File: src/rtl/isa_read_server.sv
// isa_read_server: splits instruction-cache fill requests into DDR read bursts and streams beats back
module isa_read_server #(
    parameter int ISA_WIDTH      = 30,
    parameter int DDR_ADDR_WIDTH = 28,
    parameter int DDR_DATA_WIDTH = 64,
    parameter int MAX_BURST      = 64,
    parameter int ADDR_STEP      = 8
) (
    input  logic                      clk,
    input  logic                      rst,
    input  logic                      ISA_read_req,
    input  logic [DDR_ADDR_WIDTH-1:0] ISA_read_addr,
    input  logic [9:0]                isa_read_len,
    output logic [ISA_WIDTH-1:0]      instruction_to_cache,
    output logic                      rd_burst_data_valid,
    output logic [9:0]                rd_cnt_isa,
    output logic                      ddr_rd_req,
    output logic [DDR_ADDR_WIDTH-1:0] ddr_rd_addr,
    output logic [9:0]                ddr_rd_len,
    input  logic                      ddr_rd_ack,
    input  logic [DDR_DATA_WIDTH-1:0] ddr_rd_data,
    input  logic                      ddr_rd_data_valid,
    output logic                      isa_busy
);
    typedef enum logic [2:0] {IDLE, ISSUE, STREAM, DONE, DRAIN} state_t;
    localparam logic [9:0] MB = 10'(MAX_BURST);

    state_t                    state, state_nx;
    logic [DDR_ADDR_WIDTH-1:0] cur_addr;
    logic [9:0]                len_left, burst_left, burst_len;
    logic [ISA_WIDTH-1:0]      d1;
    logic                      start, beat, accept, last;
    logic                      unused_hi;

    assign unused_hi  = ^ddr_rd_data[DDR_DATA_WIDTH-1:ISA_WIDTH];
    assign burst_len  = (len_left > MB) ? MB : len_left;
    assign start      = (state == IDLE) && ISA_read_req && (isa_read_len != 10'd0);
    assign beat       = ddr_rd_data_valid && ((state == STREAM) || (state == DRAIN));
    assign accept     = ddr_rd_data_valid && (state == STREAM) && ISA_read_req;
    assign last       = beat && (burst_left == 10'd1);
    assign ddr_rd_req = (state == ISSUE);
    assign ddr_rd_addr = ddr_rd_req ? cur_addr : '0;
    assign ddr_rd_len  = ddr_rd_req ? burst_len : '0;
    assign isa_busy    = (state != IDLE);

    always_ff @(posedge clk or posedge rst) begin
        if (rst) state <= IDLE;
        else     state <= state_nx;
    end

    // A burst acked in the same cycle the request drops must still be drained.
    always_comb begin
        state_nx = state;
        case (state)
            IDLE:    state_nx = start ? ISSUE : IDLE;
            ISSUE:   state_nx = ddr_rd_ack ? (ISA_read_req ? STREAM : DRAIN)
                                           : (ISA_read_req ? ISSUE : IDLE);
            STREAM:  state_nx = !ISA_read_req ? (last ? IDLE : DRAIN)
                              : last ? ((len_left == 10'd0) ? DONE : ISSUE) : STREAM;
            DONE:    state_nx = ISA_read_req ? DONE : IDLE;
            DRAIN:   state_nx = last ? IDLE : DRAIN;
            default: state_nx = IDLE;
        endcase
    end

    always_ff @(posedge clk or posedge rst) begin
        if (rst) begin
            cur_addr             <= '0;
            len_left             <= '0;
            burst_left           <= '0;
            d1                   <= '0;
            rd_burst_data_valid  <= 1'b0;
            instruction_to_cache <= '0;
            rd_cnt_isa           <= '0;
        end else begin
            if (start) begin
                cur_addr <= ISA_read_addr;
                len_left <= isa_read_len;
            end
            if ((state == ISSUE) && ddr_rd_ack) begin
                cur_addr   <= cur_addr + DDR_ADDR_WIDTH'(burst_len) * DDR_ADDR_WIDTH'(ADDR_STEP);
                len_left   <= len_left - burst_len;
                burst_left <= burst_len;
            end
            if (beat) burst_left <= burst_left - 10'd1;
            // Strobe leads data/count by one cycle so a delayed strobe lines up with both.
            rd_burst_data_valid <= accept;
            if (accept) d1 <= ddr_rd_data[ISA_WIDTH-1:0];
            if (start) begin
                rd_cnt_isa <= '0;
            end else if (rd_burst_data_valid) begin
                instruction_to_cache <= d1;
                rd_cnt_isa           <= rd_cnt_isa + 10'd1;
            end
        end
    end
endmodule

File: config.mk
export PLATFORM = sky130hd
export DESIGN_NAME = isa_read_server
export DESIGN_NICKNAME = d
export VERILOG_FILES = /design/src/rtl/isa_read_server.sv
export SDC_FILE = /design/constraint.sdc
export NUM_CORES = 1
export LEC_CHECK = 0
export CAP_MARGIN = 20
export CORE_MARGIN = 2
export CORE_UTILIZATION = 60
export DETAILED_ROUTE_END_ITERATION = 10
export DONT_BUFFER_PORTS = 1
export GPL_TIMING_DRIVEN = 0
export HOLD_SLACK_MARGIN = 0.03
export PLACE_DENSITY_LB_ADDON = 0.1
export SETUP_SLACK_MARGIN = 0.2
export SLEW_MARGIN = 20
export SYNTH_ARGS = -nofsm -noshare
export SYNTH_HDL_FRONTEND = slang
export SYNTH_SLANG_ARGS = --single-unit
export TNS_END_PERCENT = 50
File: constraint.sdc
create_clock -name clk -period 8.7 [get_ports clk]
set_input_delay 1.305 -clock clk [delete_from_list [all_inputs] [get_ports clk]]
set_output_delay 1.305 -clock clk [all_outputs]
set_load 0.01 [all_outputs]
# == After elaboration in Yosys (flattened, before gate mapping) ==
# Cells that the tools add are included.
# totals
in_bits,107
word_cells,56
register_bits,122
# classes
mux,21
n_bitwise,1
n_reduce_logical,16
add_sub_neg,4
eq_ne,5
order_cmp,1
# op_table
op,n
28-bit 2-to-1 mux,3
10-bit 2-to-1 mux,8
28-bit by 13-bit adder with 28-bit output,1
3-bit one-hot mux with 5 select lines,1
3-bit 2-to-1 mux,4
"10-bit by 1-bit adder with 10-bit output, second input constant",1
"10-bit by 1-bit equality test with 1-bit output, second input constant",1
"10-bit by 7-bit greater-than comparator with 1-bit output, second input constant",1
10-bit logical NOT,1
10-bit nonzero test,1
"10-bit by 1-bit subtractor with 10-bit output, second input constant",1
10-bit subtractor,1
1-bit logical AND,7
"3-bit by 2-bit equality test with 1-bit output, second input constant",2
2-bit 2-to-1 mux,3
2-bit nonzero test,3
"3-bit by 1-bit equality test with 1-bit output, second input constant",1
"3-bit equality test, second input constant",1
3-bit logical NOT,1
3-bit nonzero test,1
1-bit 2-to-1 mux,2
2-bit AND reduction,1
1-bit logical OR,1
1-bit NOT,1

# == Depth between registers and ports, before layout ==
# Gate-level depths: netlist of the first run.
# logic_depth
depth_word,7
ltp_mapped,13
mapped_depth_nobuf,11

# == Worst setup path before layout of the first run ==
# Ideal clock, no wire load.
# synth_path
path_type,register to register
startpoint,register len_left[1]
endpoint,register cur_addr[16]
setup_time_ns,0.152
slack_ns,5.356
stages_incl_launch_ff,13
synth_period_minus_slack_ns,3.344
arrival_ns,3.192
cell_sequence,dfrtp_1 -> or3_1 -> or4_4 -> a21oi_2 -> buf_6 -> nand2_1 -> inv_1 -> ha_1 -> a211oi_1 -> o21ai_0 -> a211oi_1 -> or2_1 -> o311ai_0
# synth_between
elab_chain_cells,4
# synth_rtl
element,line,source
start: declaration,30,"logic [9:0] len_left, burst_left, burst_len;"
start signal: assignment,78,len_left <= isa_read_len;
start signal: assignment,82,len_left <= len_left - burst_len;
10-bit by 7-bit greater-than comparator with 1-bit output,36,assign burst_len = (len_left > MB) ? MB : len_left;
10-bit 2-to-1 mux *,36,
28-bit by 13-bit adder with 28-bit output *,81,cur_addr <= cur_addr + DDR_ADDR_WIDTH'(burst_len) * DDR_ADDR_WIDTH'(ADDR_STEP);
28-bit 2-to-1 mux *,80,if ((state == ISSUE) && ddr_rd_ack) begin
end signal: assignment,77,cur_addr <= ISA_read_addr;
end signal: assignment,81,
end: declaration,29,logic [DDR_ADDR_WIDTH-1:0] cur_addr;
# Mark *: on every way between the ends. The rest lies on a longest branch, timed or not.
# A chain may end at the register's enable or synchronous reset.

# == Final worst setup path of the first run ==
# layout_path
startpoint,register len_left[1]
endpoint,register cur_addr[26]
# The elaborated chain is that of the path after synthesis.

==> results of run 1 <==
## cell usage after synthesis (3+ instances only)
master | n | area [um^2]
o31ai_1 | 3 | 22.52
xnor2_1 | 4 | 35.03
a22o_1 | 5 | 43.79
buf_2 | 8 | 40.04
mux2_4 | 4 | 60.06
nor3_1 | 3 | 15.01
a32oi_1 | 4 | 35.03
buf_6 | 4 | 45.04
a31oi_1 | 3 | 18.77
and3_1 | 32 | 200.2
inv_1 | 20 | 75.07
or3_1 | 8 | 50.05
nand2_1 | 143 | 536.8
or4_1 | 5 | 37.54
o311ai_0 | 11 | 96.34
a22oi_1 | 11 | 82.58
nor2_1 | 36 | 135.1
a21o_1 | 6 | 45.04
and4_1 | 3 | 26.28
ha_1 | 14 | 175.2
a21oi_1 | 16 | 80.08
xor2_1 | 12 | 105.1
buf_4 | 6 | 45.04
clkbuf_1 | 18 | 67.56
nor2b_1 | 4 | 25.02
nand4_1 | 10 | 62.56
o31a_1 | 3 | 26.28
mux2i_1 | 7 | 70.07
o211ai_1 | 15 | 112.6
a211o_1 | 3 | 26.28
nand3_1 | 21 | 105.1
dfrtp_1 | 122 | 3053
mux2_2 | 26 | 292.8
o21ai_0 | 21 | 105.1
## state kept, by name, summed over array words and instances (netlist names)
register / count
d1: 30
instruction_to_cache: 30
cur_addr: 28
burst_left: 10
len_left: 10
rd_cnt_isa: 10
state: 3
rd_burst_data_valid: 1
## layer usage
metal	part of all wire (%)	global-route usage, %
met2	47	47.20
met3	9.3	7.567
met1	42	38.67
met5	0	0
met4	1.9	10.76
## final timing paths
| kind | end | slack (ns) | startpoint |
|---|---|---|---|
| max in group asynchronous | cur_addr[13]$_DFFE_PP0P_ | 7.28 | rst |
| setup / recovery | cur_addr[26]$_DFFE_PP0P_ | 4.56 | len_left[1]$_DFFE_PP0P_ |
| min in group asynchronous | d1[18]$_DFFE_PP0P_ | 0.74 | rst |
| hold reg to reg | cur_addr[2]$_DFFE_PP0P_ | 0.47 | cur_addr[2]$_DFFE_PP0P_ |
| hold / removal | cur_addr[2]$_DFFE_PP0P_ | 0.47 | cur_addr[2]$_DFFE_PP0P_ |
| setup reg to reg | cur_addr[26]$_DFFE_PP0P_ | 4.56 | len_left[1]$_DFFE_PP0P_ |
## cells by family after synthesis
group	count (synthesis)
compound gates	123
xor+xnor	16
fa+ha+maj	15
buf+inv	60
flops	122
mux	37
other cells	2
simple gates	287
## critical path, delay by kind of cell, from the launching register on
family                     cells  cell delay (ns)
DFF                            1             0.43
buffers and inverters          2             0.30
adders and majority gates      1             0.25
AOI/OAI and AO/OA              5             1.70
and+or+nand+nor                4             1.32
## final cells by class
type / count / area [um^2] / area share [%]
Multi-Input combinational cell: 485 / 3054 / 42.14
Clock inverter: 14 / 209.0 / 2.883
Sequential cell: 122 / 3053 / 42.13
Clock buffer: 18 / 417.9 / 5.767
Inverter: 20 / 80.08 / 1.105
Buffer: 40 / 235.2 / 3.246
Tap cell: 136 / 170.2 / 2.348
Timing Repair Buffer: 1 / 27.53 / 0.3798
## where the power goes
group / switching (mW) / total (mW) / leakage (nW) / internal, mW
clock: 0.274 / 0.748 / 0.304 / 0.474
combinational: 0.582 / 0.956 / 1.68 / 0.374
sequential: 0.211 / 1.01 / 1.59 / 0.800
total: 1.07 / 2.72 / 3.58 / 1.65
## through the flow
stage	util [%]	cell area, um^2
2_1_floorplan	-	6417
3_3_place_gp	63.81	6588
3_5_place_dp	64.13	6620
4_1_cts	70.20	7247
5_1_grt	70.20	7247
6_report	70.20	7247
==> qor.csv, run 1 <==
stage,metric,value,unit
status,status,"finished, final reports clean",
layout,Area Growth Syn to Fin,13.26,%
worst_setup_path,CP max FO,10,
power_and_ir_drop,Power Density,374.7,mW/mm^2
layout,most frequent cells in the layout,"nand2_1, dfrtp_1, nor2_1",
clock_tree,# clock sinks,122,
global_route,initial antenna violation count,0,
floorplan,core area,0.01032,mm^2
yosys,Adder-Cell Fraction of Synth Area,3.050,%
timing,Setup Skew,0.007091,ns
layout,diode count,0,
power_and_ir_drop,leakage power,3.578,nW
global_route,largest net degree at the start of global routing,71,
clock_tree,H-tree depth,4,
place,port bufs,0,
yosys,"EDFF count, synth",0,
floorplan,Die Wd,107.3,um
clock_tree,clk_lat worst skew,0.52,ns
global_route,first-pass GRT wire length,26140,um
worst_setup_path,WS Path Type,flip-flop to flip-flop,
detailed_routing,DRC viols,0,
timing,Worst slew margin,38.16,%
power_and_ir_drop,worst-case vdd ir drop,177.6,uV
clock_tree,clock root buffer,clkbuf_8,
yosys,largest family of logic cells by synthesized area,simple AND/OR/NAND/NOR gates,
clock_tree,Post-CTS Setup Bufs,0,
place,dpl ws,4.643,ns
layout,"commonest non-fill, non-tap cell in the layout",nand2_1,
place,DP HPWL,11710,um
yosys,xor and xnor area share after synthesis,2.190,%
yosys,sequential share of the synthesized area,47.71,%
timing,worst slew pin tran,0.9220,ns
detailed_routing,DR WL/cell,19.51,um
clock_tree,CTS tree,done,
yosys,Simple-Gate Fraction of Synth Area,21.57,%
place,Routability Congestion,0.9259,
worst_hold_path,Hold WC Path Type,flip-flop to flip-flop,
layout,fill count,781,
yosys,cells after synthesis,662,
floorplan,Starting Density,61.98,%
job,Max Cap Viol,0,
worst_setup_path,Worst Reg-to-Reg Cells,12,
floorplan,total die area,0.01151,mm^2
detailed_routing,Post-DRT Antenna Nets,0,
global_route,Total GRT Usage,29.40,%
yosys,Main synth FF type,dfrtp_1,
worst_setup_path,Critical Path Source Type,flip-flop,
yosys,Synth async-reset ratio,100.0,%
clock_tree,total CTS buffers,17,
worst_setup_path,CP cell instances,"or3_1, or4_4, a21oi_2, buf_6, nand2_1, inv_1, ha_1, a211oi_1, o21ai_0, a211oi_1, or2_1, o311ai_0",
timing,final hold vios,0,
timing,hold_ws,0.4722,ns
layout,fin cells,836,
yosys,Synth Cell Area,0.006399,mm^2
timing,minimum clock period,4.135,ns
timing,final worst slack,4.565,ns
detailed_routing,first drt pass iteration count,7,
timing,RSZ-0062 raised after global routing,no,
yosys,Synth Area in Compound Gates,13.90,%
worst_setup_path,"slowest stage cell, crit path",a211oi_1,
clock_tree,clk buf depth,2,
floorplan,Cell Rows,37,
yosys,Ys Warns,0,
clock_tree,Hold Buf Count CTS,0,
yosys,mux contribution to synthesized area,6.609,%
global_route,global route overflow,0,
worst_setup_path,Worst setup EP type,flip-flop,
clock_tree,post-CTS sizing,0,
worst_setup_path,Worst path max stage delay,0.81,ns
timing,Slew Limit Fails,0,
worst_setup_path,most frequent CP cell,a211oi_1,
power_and_ir_drop,Power Total,2.715,mW
detailed_routing,vias,5234,
worst_setup_path,WP data arrival,4.51,ns
detailed_routing,drt initial violations,403,
timing,final setup violation count,0,
floorplan,Die Y,107.3,um
clock_tree,clock-pin transition on the worst setup and hold timing paths,0.06,ns
place,placed cells,804,
timing,period utilisation layout,47.53,%
timing,upper clock frequency limit,0.2418,GHz
worst_hold_path,Worst Hold Depth,2,
layout,layout cell share with drive strength beyond 1,14.57,%
yosys,synthesized area per cell,9.666,um^2
detailed_routing,total routed wirelength,16310,um
detailed_routing,DR vias/cell,6.261,
timing,setup TNS,0,ns
yosys,Synth Register Bits,122,
global_route,number of global-route vias before repair,5312,
floorplan,I/O pin count,188,
worst_setup_path,Crit path required time,9.07,ns
yosys,"Distinct cells, synth",74,
layout,NumNets Final,809,
Power figures use the tool's default switching activity.
==> run 2: changes to the inputs <==
==> constraint.sdc (replaced) <==
create_clock -name clk -period 4.3 [get_ports clk]
set_input_delay 0.645 -clock clk [delete_from_list [all_inputs] [get_ports clk]]
set_output_delay 0.645 -clock clk [all_outputs]
set_load 0.01 [all_outputs]
==> run 2 against run 1 <==
- sequential cell count unchanged
- wire length is 0.62% higher
- cell count rose by 0.24%
- clock skew shrank 0.0017 ns
- total power up 100%
- design area up 0.28%
- global-route usage unchanged
- critical path depth grew 1
- count of clock-buffer cells in the layout did not move
- clock power grew 100%
- first-iteration DRC count up 5.5%
- register-to-register slack worse by 4.1 ns
- critical path type unchanged
- largest cell class unchanged
==> qor.csv, run 2 (synthesized netlist as in run 1, its figures left out) <==
stage,metric,value,unit
global_route,largest net degree at the start of global routing,71,
clock_tree,CTS tree,done,
floorplan,Starting Density,61.98,%
worst_setup_path,CP max FO,10,
global_route,met1 Use GR,38.67,%
detailed_routing,Post-DRT Antenna Nets,0,
detailed_routing,DR WL/cell,19.59,um
global_route,busiest layer in global routing,met2,
timing,Setup Skew,0.005383,ns
power_and_ir_drop,Net Sw Power,2.169,mW
layout,fin cells,838,
clock_tree,# clock sinks,122,
global_route,global route overflow,0,
worst_setup_path,Worst setup EP type,flip-flop,
job,Max Cap Viol,0,
timing,Worst slew margin,39.61,%
detailed_routing,DR vias/cell,6.279,
global_route,met2 usage,47.20,%
status,status,"finished, final reports clean",
floorplan,Cell Rows,37,
floorplan,core area,0.01032,mm^2
global_route,met3 Track Usage GR,7.567,%
layout,biggest regs,"d1 (30), instruction_to_cache (30), cur_addr (28)",
layout,finished layout cell area,0.007267,mm^2
worst_setup_path,Stages on worst setup path,13,
layout,"commonest non-fill, non-tap cell in the layout",nand2_1,
power_and_ir_drop,portion of total power attributed to the clock network,27.4,%
clock_tree,Hold Buf Count CTS,0,
timing,final setup violation count,0,
place,DP HPWL,11710,um
global_route,number of global-route vias before repair,5312,
detailed_routing,total routed wirelength,16410,um
layout,Area Growth Syn to Fin,13.57,%
power_and_ir_drop,power share of the combinational group,35.5,%
power_and_ir_drop,P_int,3.350,mW
layout,layout cell share with drive strength beyond 1,14.96,%
floorplan,Die Y,107.3,um
worst_hold_path,Hold WC Path Type,primary input to asynchronous set/reset pin,
worst_setup_path,Critical Path Source Type,flip-flop,
detailed_routing,vias,5262,
global_route,Total GRT Usage,29.40,%
worst_setup_path,Crit Reg-Reg Endpoint,cur_addr[26]$_DFFE_PP0P_,
floorplan,total die area,0.01151,mm^2
layout,NumNets Final,811,
timing,worst slew pin tran,0.8976,ns
worst_setup_path,Worst path max stage delay,0.51,ns
worst_setup_path,crit path buf inv count,3,
power_and_ir_drop,Power Density,759.4,mW/mm^2
worst_setup_path,r2r setup slk,0.50,ns
worst_setup_path,worst r2r src,len_left[1]$_DFFE_PP0P_,
clock_tree,clk buf depth,2,
place,port bufs,0,
place,placed cell area,0.006620,mm^2
clock_tree,clock root buffer,clkbuf_8,
power_and_ir_drop,leakage power,3.588,nW
detailed_routing,first drt pass iteration count,5,
layout,most frequent cells in the layout,"nand2_1, dfrtp_1, nor2_1",
global_route,initial antenna violation count,0,
worst_setup_path,WS Path Type,flip-flop to flip-flop,
worst_setup_path,Crit path required time,4.67,ns
timing,period utilisation layout,88.45,%
detailed_routing,drt initial violations,425,
timing,Slew Limit Fails,0,
detailed_routing,DRC viols,0,
timing,hold_ws,0.07593,ns
worst_setup_path,"delay-heaviest family, CP",compound AO/OA/AOI/OAI gates,
timing,RSZ-0062 raised after global routing,no,
floorplan,I/O pin count,188,
global_route,first-pass GRT wire length,26140,um
timing,setup TNS,0,ns
clock_tree,clock-pin transition on the worst setup and hold timing paths,0.06,ns
power_and_ir_drop,sw frac,39.30,%
clock_tree,clk_lat worst skew,0.52,ns
worst_setup_path,most frequent CP cell,o311ai_0,
layout,diode count,0,
worst_setup_path,"slowest stage cell, crit path",o21ai_0,
worst_setup_path,worst setup path end,cur_addr[26]$_DFFE_PP0P_,
worst_setup_path,Critical path origin,len_left[1]$_DFFE_PP0P_,
floorplan,Die Wd,107.3,um
timing,minimum clock period,3.804,ns
clock_tree,H-tree depth,4,
place,Routability Congestion,0.9259,
clock_tree,total CTS buffers,17,
timing,final hold vios,0,
worst_setup_path,WP data arrival,4.18,ns
layout,fin util,70.39,%
power_and_ir_drop,Seq pwr share,37.0,%
worst_setup_path,CP cell instances,"or3_1, or4_4, a21oi_2, buf_6, nand2_1, inv_1, ha_1, o211ai_1, o21ai_0, a211oi_2, buf_4, o311ai_0, o311ai_0",
timing,upper clock frequency limit,0.2629,GHz
place,placed cells,804,
power_and_ir_drop,worst-case vdd ir drop,359.0,uV
worst_setup_path,Worst Reg-to-Reg Cells,13,
## run 2: stage by stage
stage | power (mW) | setup WS (ns)
2_1_floorplan | 3.417 | 0.4125
3_3_place_gp | 3.831 | -0.7200
3_5_place_dp | 3.942 | 0.2434
4_1_cts | 5.477 | 0.2153
5_1_grt | 5.859 | 0.2794
6_report | 5.518 | 0.4965
## run 2: how the worst min path moves through the flow
stage | start | endpoint | slack [ns] | cells past startpoint
after floorplan | cur_addr[0]$_DFFE_PP0P_ | cur_addr[0]$_DFFE_PP0P_ | 0.44 | 2
after global placement | cur_addr[2]$_DFFE_PP0P_ | cur_addr[2]$_DFFE_PP0P_ | 0.45 | 2
after detailed placement | cur_addr[2]$_DFFE_PP0P_ | cur_addr[2]$_DFFE_PP0P_ | 0.46 | 2
after CTS | rst | d1[18]$_DFFE_PP0P_ | 0.10 | 1
after global routing | rst | d1[18]$_DFFE_PP0P_ | 0.12 | 1
final | rst | d1[18]$_DFFE_PP0P_ | 0.08 | 1
## run 2: repair_timing
| item | in CTS | in global routing |
|---|---|---|
| setup endpoints to repair | 0 | 7 |
| gates resized for setup | 0 | 1 |
| buffers inserted | 0 | 2 |
## run 2: layout make-up
cell class,count,area (um^2)
sequential,122,3053
tap,136,170.2
inverter,20,80.08
fill,780,3057
clock inverter,14,209.0
clock buffer,18,417.9
buffer,40,235.2
multi-input combinational,485,3059
timing repair buffer,3,42.54
## run 2: power groups by stage
stage,Combinational [mW],Clock (mW),Sequential (mW)
floorplan,1.49,0,1.93
global route,2.18,1.58,2.10
detailed placement,1.89,0,2.05
finish,1.96,1.51,2.04
global placement,1.82,0,2.01
CTS,1.91,1.53,2.04
## run 2: worst reg2reg max path, stage by stage, from the launching register on
cell	delay, ns
dfrtp_1	0.43
or3_1	0.41
or4_4	0.47
a21oi_2	0.19
buf_6	0.15
nand2_1	0.13
inv_1	0.10
ha_1	0.23
o211ai_1	0.14
o21ai_0	0.51
a211oi_2	0.18
buf_4	0.19
o311ai_0	0.34
o311ai_0	0.20
## run 2: routing by layer
metal / up-vias / wire length (um) / part of all wire (%)
li1: 2418 / - / -
met1: 2585 / 6956 / 42
met2: 227 / 7731 / 47
met3: 32 / 1401 / 8.5
met4: 0 / 323 / 2.0
met5: - / 0 / 0
==> run 3: changes to the inputs <==
--- a/config.mk
+++ b/config.mk
@@ -7,13 +7,13 @@
 export LEC_CHECK = 0
 export CAP_MARGIN = 20
 export CORE_MARGIN = 2
-export CORE_UTILIZATION = 60
+export CORE_UTILIZATION = 35
 export DETAILED_ROUTE_END_ITERATION = 10
 export DONT_BUFFER_PORTS = 1
 export GPL_TIMING_DRIVEN = 0
 export HOLD_SLACK_MARGIN = 0.03
 export PLACE_DENSITY_LB_ADDON = 0.1
-export SETUP_SLACK_MARGIN = 0.2
+export SETUP_SLACK_MARGIN = 0.1
 export SLEW_MARGIN = 20
 export SYNTH_ARGS = -nofsm -noshare
 export SYNTH_HDL_FRONTEND = slang
==> run 3 against run 2 <==
- cell count rose by 11%
- via count is 2.8% lower
- count of clock-buffer cells in the layout shrank 1
- wire length increased by 9.1%
- combinational power hardly changed
- critical endpoint unchanged
- largest cell class unchanged
- largest power group unchanged
==> qor.csv, run 3 (synthesized netlist as in run 1, its figures left out) <==
stage,metric,value,unit
clock_tree,clk_lat worst skew,0.41,ns
layout,biggest regs,"d1 (30), instruction_to_cache (30), cur_addr (28)",
clock_tree,Post-CTS Setup Bufs,0,
power_and_ir_drop,Power Total,5.412,mW
place,dpl ws,0.1353,ns
timing,period utilisation layout,91.02,%
global_route,initial antenna violation count,0,
layout,layout cell share with drive strength beyond 1,14.84,%
floorplan,total die area,0.01938,mm^2
layout,"commonest non-fill, non-tap cell in the layout",nand2_1,
floorplan,Starting Density,35.62,%
timing,upper clock frequency limit,0.2555,GHz
timing,final worst slack,0.3862,ns
layout,NumNets Final,810,
detailed_routing,Post-DRT Antenna Nets,0,
global_route,first-pass GRT wire length,28520,um
global_route,Total GRT Usage,18.76,%
timing,Setup Skew,0.008996,ns
worst_hold_path,Hold Path Origin,ddr_rd_data[21],
worst_setup_path,WP data arrival,4.17,ns
detailed_routing,total routed wirelength,17910,um
place,placed cell area,0.006739,mm^2
clock_tree,# clock sinks,122,
power_and_ir_drop,leakage power,3.564,nW
place,port bufs,0,
layout,finished layout cell area,0.007345,mm^2
floorplan,I/O pin count,188,
detailed_routing,first drt pass iteration count,5,
clock_tree,clock-pin transition on the worst setup and hold timing paths,0.06,ns
clock_tree,H-tree depth,4,
global_route,global route overflow,0,
timing,final hold vios,0,
power_and_ir_drop,Power Density,736.8,mW/mm^2
floorplan,Cell Rows,49,
clock_tree,clock root buffer,clkbuf_16,
detailed_routing,DR vias/cell,5.502,
place,Routability Congestion,0.8146,
detailed_routing,DR WL/cell,19.26,um
global_route,largest net degree at the start of global routing,105,
worst_setup_path,Crit path required time,4.55,ns
job,Max Cap Viol,0,
worst_setup_path,Critical path origin,len_left[1]$_DFFE_PP0P_,
status,status,"finished, final reports clean",
power_and_ir_drop,worst-case vdd ir drop,321.2,uV
detailed_routing,DRC viols,0,
layout,diode count,0,
clock_tree,clk buf depth,2,
floorplan,core area,0.01796,mm^2
worst_hold_path,Hold WC Path Type,primary input to flip-flop,
clock_tree,total CTS buffers,17,
detailed_routing,drt initial violations,357,
detailed_routing,vias,5117,
worst_setup_path,CP max FO,10,
clock_tree,CTS tree,done,
timing,Slew Limit Fails,0,
floorplan,Die Wd,139.2,um
worst_setup_path,worst r2r src,len_left[1]$_DFFE_PP0P_,
worst_setup_path,WS Path Type,flip-flop to flip-flop,
layout,fin util,40.89,%
global_route,number of global-route vias before repair,5043,
layout,most frequent cells in the layout,"nand2_1, dfrtp_1, nor2_1",
timing,final setup violation count,0,
timing,Worst slew margin,38.71,%
layout,Area Growth Syn to Fin,14.78,%
timing,worst slew pin tran,0.9109,ns
place,DP HPWL,13000,um
timing,RSZ-0062 raised after global routing,no,
worst_setup_path,Worst setup EP type,flip-flop,
worst_setup_path,Critical Path Source Type,flip-flop,
timing,minimum clock period,3.914,ns
floorplan,Die Y,139.2,um
-- run 3: cell count changes in the layout (fill, tap and decap cells not counted), sizes merged --
cell / delta
clkinv: +3
clkinvlp: +2
inv: -2
buf: -2
bufinv: -2
clkbuf: -1
dlygate4sd3: +1
-- run 3: layout make-up --
cell class / instances / area [um^2]
buffer: 40 / 235.2
inverter: 20 / 82.58
multi-input combinational: 485 / 3059
clock inverter: 15 / 165.2
timing repair buffer: 2 / 37.54
tap: 229 / 286.5
clock buffer: 17 / 425.4
sequential: 122 / 3053
fill: 1780 / 10620
-- run 3: final timing paths --
path	to	slack [ns]	cells after the start
worst max-delay path	cur_addr[26]$_DFFE_PP0P_	0.39	12
worst min-delay path	d1[21]$_DFFE_PP0P_	0.34	2
worst max register to register	cur_addr[26]$_DFFE_PP0P_	0.39	12
worst min register to register	d1[6]$_DFFE_PP0P_	0.47	2
max in group asynchronous	burst_left[2]$_DFFE_PP0P_	2.85	3
min in group asynchronous	rd_cnt_isa[9]$_DFFE_PP0P_	0.67	2
-- run 3: where the power goes --
group | total (mW) | switching [mW] | internal [mW]
Sequential | 2.02 | 0.404 | 1.62
Clock | 1.44 | 0.574 | 0.864
Combinational | 1.95 | 1.20 | 0.756
Total | 5.41 | 2.17 | 3.24
-- run 3: through the flow --
stage               hold WS, ns  instances  setup TNS (ns)
finish                   0.3381        930               0
detailed placement       0.4388        897               0
global route             0.3265        930               0
floorplan                0.4374        667               0
CTS                      0.3164        930               0
global placement         0.4537        896         -132.65
-- run 3: what timing repair did --
| item | CTS | global route |
|---|---|---|
| endpoints found under the hold margin | 18 | 0 |
| endpoints found under the setup margin | 1 | 0 |
| hold buffers | 1 | 0 |
| resized for setup | 1 | 0 |
-- run 3: routing by layer --
layer | wire, um | GRT usage [%]
met5 | 0 | 0
met1 | 8135 | 25.84
met2 | 8170 | 28.55
met4 | 270 | 5.742
met3 | 1335 | 5.712
-- run 3: worst max-delay path, stage by stage (launching register included) --
cell,delay (ns)
dfrtp_1,0.43
or3_1,0.40
or4_4,0.48
a21oi_2,0.20
buf_6,0.16
nand2_1,0.13
inv_1,0.13
ha_1,0.25
a211oi_1,0.30
o21ai_0,0.27
a211oi_2,0.58
or2_1,0.25
o311ai_0,0.16
